<file path="config.mk">
export PLATFORM = sky130hd
export DESIGN_NAME = vid_palette_loader
export DESIGN_NICKNAME = d
export VERILOG_FILES = /design/src/rtl/vid_palette_loader.sv
export SDC_FILE = /design/constraint.sdc
export NUM_CORES = 1
export LEC_CHECK = 0
export CAP_MARGIN = 0
export CORE_MARGIN = 3
export CORE_UTILIZATION = 51
export CTS_CLUSTER_DIAMETER = 200
export DETAILED_ROUTE_END_ITERATION = 8
export GPL_ROUTABILITY_DRIVEN = 0
export GPL_TIMING_DRIVEN = 0
export HOLD_SLACK_MARGIN = 0.1
export PLACE_DENSITY = 0.87
export SLEW_MARGIN = 20
export SYNTH_ARGS = -nofsm -noshare
export SYNTH_HDL_FRONTEND = slang
export SYNTH_SLANG_ARGS = --single-unit
</file>
<file path="constraint.sdc">
create_clock -name clk -period 2.5 [get_ports clk]
set_clock_uncertainty 0.1 [all_clocks]
set_input_delay 0.5 -clock clk [delete_from_list [all_inputs] [get_ports clk]]
set_output_delay 0.5 -clock clk [all_outputs]
set_load 0.02 [all_outputs]
</file>
<file path="src/rtl/vid_palette_loader.sv">
// Palette RAM feeder: packs R,G,B bytes from a valid/ready stream into 24-bit
// entries and writes them to consecutive palette indices, optionally only in vblank.
module vid_palette_loader #(
  parameter bit WAIT_VBLANK = 1'b1
) (
  input  logic        clk,
  input  logic        rst_n,
  input  logic        start,
  input  logic [7:0]  start_idx,
  input  logic [8:0]  count,
  input  logic        abort,
  input  logic        vblank,
  input  logic [7:0]  in_data,
  input  logic        in_valid,
  output logic        in_ready,
  output logic [7:0]  pal_w_addr,
  output logic [23:0] pal_w_data,
  output logic        pal_w_ena,
  output logic        busy,
  output logic        done
);

  localparam logic [1:0] ST_IDLE  = 2'd0;
  localparam logic [1:0] ST_LOAD  = 2'd1;
  localparam logic [1:0] ST_FLUSH = 2'd2;

  logic [1:0] state;
  logic [1:0] phase;
  logic [7:0] idx;
  logic [8:0] remaining;
  logic [7:0] r_byte;
  logic [7:0] g_byte;
  logic       accept;

  assign in_ready = (state == ST_LOAD) && (!WAIT_VBLANK || vblank);
  // abort outranks a byte presented on the same edge
  assign accept   = in_valid && in_ready && !abort;
  assign busy     = (state != ST_IDLE);

  always_ff @(posedge clk or negedge rst_n) begin
    if (!rst_n) begin
      state      <= ST_IDLE;
      phase      <= 2'd0;
      idx        <= 8'd0;
      remaining  <= 9'd0;
      r_byte     <= 8'd0;
      g_byte     <= 8'd0;
      pal_w_addr <= 8'd0;
      pal_w_data <= 24'd0;
      pal_w_ena  <= 1'b0;
      done       <= 1'b0;
    end else begin
      pal_w_ena <= 1'b0;
      done      <= 1'b0;
      if (abort) begin
        state <= ST_IDLE;
        phase <= 2'd0;
      end else begin
        case (state)
          ST_IDLE: begin
            if (start) begin
              if (count == 9'd0) begin
                done <= 1'b1;
              end else begin
                idx       <= start_idx;
                remaining <= count;
                phase     <= 2'd0;
                state     <= ST_LOAD;
              end
            end
          end
          ST_LOAD: begin
            if (accept) begin
              case (phase)
                2'd0: begin
                  r_byte <= in_data;
                  phase  <= 2'd1;
                end
                2'd1: begin
                  g_byte <= in_data;
                  phase  <= 2'd2;
                end
                2'd2: begin
                  pal_w_ena  <= 1'b1;
                  pal_w_addr <= idx;
                  pal_w_data <= {r_byte, g_byte, in_data};
                  idx        <= idx + 8'd1;
                  remaining  <= remaining - 9'd1;
                  phase      <= 2'd0;
                  if (remaining == 9'd1) state <= ST_FLUSH;
                end
                default: phase <= 2'd0;
              endcase
            end
          end
          ST_FLUSH: begin
            // the last write strobe is visible during this cycle
            state <= ST_IDLE;
            done  <= 1'b1;
          end
          default: state <= ST_IDLE;
        endcase
      end
    end
  end

endmodule

</file>
==> impl_metrics.py <==
metrics = {
    "outcome": {
        "status": "finished clean",
    },
    "layout": {
        "fin_util_pct": 70.2,
        "final_cells": 426,
        "drive_above_1_share_pct": 23.1,
        "area_delta_synth_final_pct": 30.5,
        "fill_cells": 423,
        "antennaDiodeCount": 0,
        "final_nets": 380,
    },
    "logic_synthesis": {
        "ys_seq_area_share_pct": 54.8,
        "syn_nets": 301,
        "synth_top_family_by_area": "multiplexers",
        "synth_xor_area_share_pct": 0,
        "synthArstFlopShare_pct": 100,
        "synth_enable_flop_cells": 0,
        "synth_compound_area_share_pct": 11.5,
        "synthesis.area_mm2": 0.00324,
        "synth_cells": 267,
        "synth-seq-cells": 71,
        "synthSimpleGateAreaFrac_pct": 11.2,
        "synth_top_cell_area_share_pct": 54.8,
        "synth.most_common_cell": "dfrtp_1",
        "yosys.area_share.adder_pct": 1.16,
        "synth-main-ff-cell": "dfrtp_1",
        "syn_area_per_cell_um2": 12.1,
        "yosys-top-cells-count": "71 x dfrtp_1, 48 x mux2_2, 18 x nor2_1",
        "synth_largest_area_cell": "dfrtp_1",
        "synthTopCellsByArea": "dfrtp_1 55%, mux2_2 17%, nor2_1 2.1%, buf_6 2.1%, o21ai_0 2.0%",
        "muxShareOfSynthArea_pct": 17.3,
        "yosys_warnings": 0,
        "synth_cell_types": 45,
    },
    "worst_setup_path": {
        "worstSetupPathType": "in2out",
        "cp_slowest_stage_delay_ns": 0.59,
        "cpMostUsedCell": "clkdlybuf4s50_1",
        "path_cells": "clkdlybuf4s50_1 -> nand3b_1 -> inv_1 -> clkdlybuf4s50_1",
        "cp_data_required_time_ns": 1.90,
        "path_max_fanout": 3,
        "startpoint_type": "input port",
        "r2r_start": "remaining[1]$_DFFE_PN0P_",
        "worstPathArrival_ns": 1.78,
        "crit_path_end_kind": "output port",
        "slowest_stage": "clkdlybuf4s50_1",
        "ff2ff_setup_slack_ns": 0.38,
        "crit_path_start": "vblank",
    },
    "floorplan": {
        "pin_count": 67,
        "fp.dieH_um": 85.7,
        "core_area_mm2": 0.00603,
        "die_width_um": 85.7,
        "rows": 28,
        "dieArea_mm2": 0.00734,
        "floorplan.initialDensity_pct": 53.8,
    },
    "clock_network": {
        "cts_resized": 0,
        "htree_levels": 3,
        "clock-sinks": 71,
        "cts_root_buf": "clkbuf_8",
        "cts_tree": "done",
        "cts_max_path_buffers": 2,
        "insertion_delay_ns": 0.35,
        "cts_buffers": 9,
        "clk_pin_slew_ns": 0.08,
    },
    "timing": {
        "hold_violations": 0,
        "slew_headroom_pct": 56.7,
        "rsz0062_at_grt": "no",
        "worst_pin_slew_ns": 0.643,
        "tns_ns": 0,
        "slew_viol_final": 0,
        "finalCriticalPeriod_ns": 2.38,
        "min_period_over_period_pct": 95.3,
        "final-setup-viol-count": 0,
        "timing.fmax_ghz": 0.420,
    },
    "job": {
        "max-cap-violations": 0,
    },
    "power": {
        "p_per_area_mw_per_mm2": 643,
        "leakagePower_nw": 1.91,
        "vdd_drop_max_v": 0.000516,
    },
    "route": {
        "wl_um": 7520,
        "detail-route-antenna-nets": 0,
        "post_drt_via_cell_ratio": 5.88,
        "drc": 0,
        "drtIter0Drc": 175,
        "first_pass_iters": 4,
        "num_vias": 2504,
        "wl_per_cell_um": 17.6,
    },
    "placement": {
        "dp_hpwl_um": 5310,
        "port_buffers": 66,
        "dpl.cell_count": 409,
    },
    "hold_path": {
        "hold_path.class": "reg2reg",
        "worstHoldStart": "pal_w_data[17]$_DFFE_PN0P_",
    },
    "grt": {
        "grt.total_usage_pct": 22.0,
        "grt_pass1_vias": 2540,
        "grt_first_pass_wirelength_um": 12600,
        "grt_start_max_net_pins": 41,
        "antenna_found_initial": 0,
        "grt.overflow.total": 0,
    },
}
power breakdown:
part	switching [W]	internal [W]	leakage, nW	total (W)
Combinational	0.000196	0.000203	0.873	0.000399
Clock	0.000457	0.000493	0.103	0.000950
Sequential	0.000109	0.00126	0.938	0.00137
flip-flops by register name, indices dropped and copies added (netlist names), 2 cells and up:
name        count
idx             8
state           2
pal_w_data     24
r_byte          8
phase           2
pal_w_addr      8
g_byte          8
remaining       9
per-layer routing:
metal  global-route usage [%]  up-vias  part of all wire (%)
met2                     36.7      101                    51
li1                         -     1143                     -
met5                        0        -                     0
met3                     4.03       12                   6.2
met1                     29.0     1248                    42
met4                     7.63        0                   1.4
final timing paths:
kind / to / depth (start not counted)
max in group asynchronous: idx[1]$_DFFE_PN0P_ / 3
min: pal_w_data[17]$_DFFE_PN0P_ / 1
min reg2reg: pal_w_data[17]$_DFFE_PN0P_ / 1
max reg2reg: remaining[8]$_DFFE_PN0P_ / 6
min in group asynchronous: pal_w_data[3]$_DFFE_PN0P_ / 2
max: in_ready / 4
layout by cell type, fill, tap and decap left out, types with 3 or more instances in the layout:
| cell type | n |
|---|---|
| dfrtp_1 | 71 |
| clkdlybuf4s50_1 | 65 |
| mux2_2 | 48 |
| nor2_1 | 18 |
| o21ai_0 | 13 |
| nor3_1 | 11 |
| clkbuf_8 | 10 |
| a21oi_1 | 9 |
| o31ai_1 | 8 |
| buf_6 | 6 |
| clkbuf_1 | 6 |
| a2bb2oi_1 | 6 |
| inv_1 | 5 |
| nand2_1 | 5 |
| nand2b_1 | 5 |
| nor4_1 | 4 |
| buf_2 | 4 |
| a31oi_1 | 4 |
| nand3_1 | 3 |
| o22ai_1 | 3 |
| a22oi_1 | 3 |
| ha_1 | 3 |
worst max-delay path: cells and delay by family:
family                 cells  cell delay (ns)
AND/OR/NAND/NOR            1             0.11
buffers and inverters      3             1.16
cell families (layout without fill, tap and decap cells):
family	Yosys count	after routing
buffers and inverters	21	105
muxes	50	50
and+or+nand+nor	66	66
adders and majority gates	3	3
AOI/OAI and AO/OA	56	56
DFF	71	71
metrics by stage:
step	area, um2	hold WS [ns]	total power (W)	worst slack, ns
6_report	4230	0.408	0.00272	0.118
5_1_grt	4230	0.425	0.00284	0.0764
3_3_place_gp	3990	0.382	0.00175	-1.48
2_1_floorplan	3240	0.104	0.00161	0.590
4_1_cts	4230	0.409	0.00273	0.124
3_5_place_dp	4010	0.362	0.00178	-0.166
what timing repair did:
action                    4_1_cts  5_1_grt
hold buffers                    1        0
hold endpoints to repair       31        0
buffers inserted                0        0
area by class of cell:
cell class                      instances  area, um2  share of cell area, %
Sequential cell                        71       1780                   42.0
Multi-Input combinational cell        175       1330                   31.5
Timing Repair Buffer                   68        688                   16.3
Clock buffer                           10        138                   3.26
Buffer                                 16        110                   2.60
Tap cell                               75       93.8                   2.22
Clock inverter                          6       68.8                   1.63
Inverter                                5       18.8                  0.444
Power figures use the tool's default switching activity.
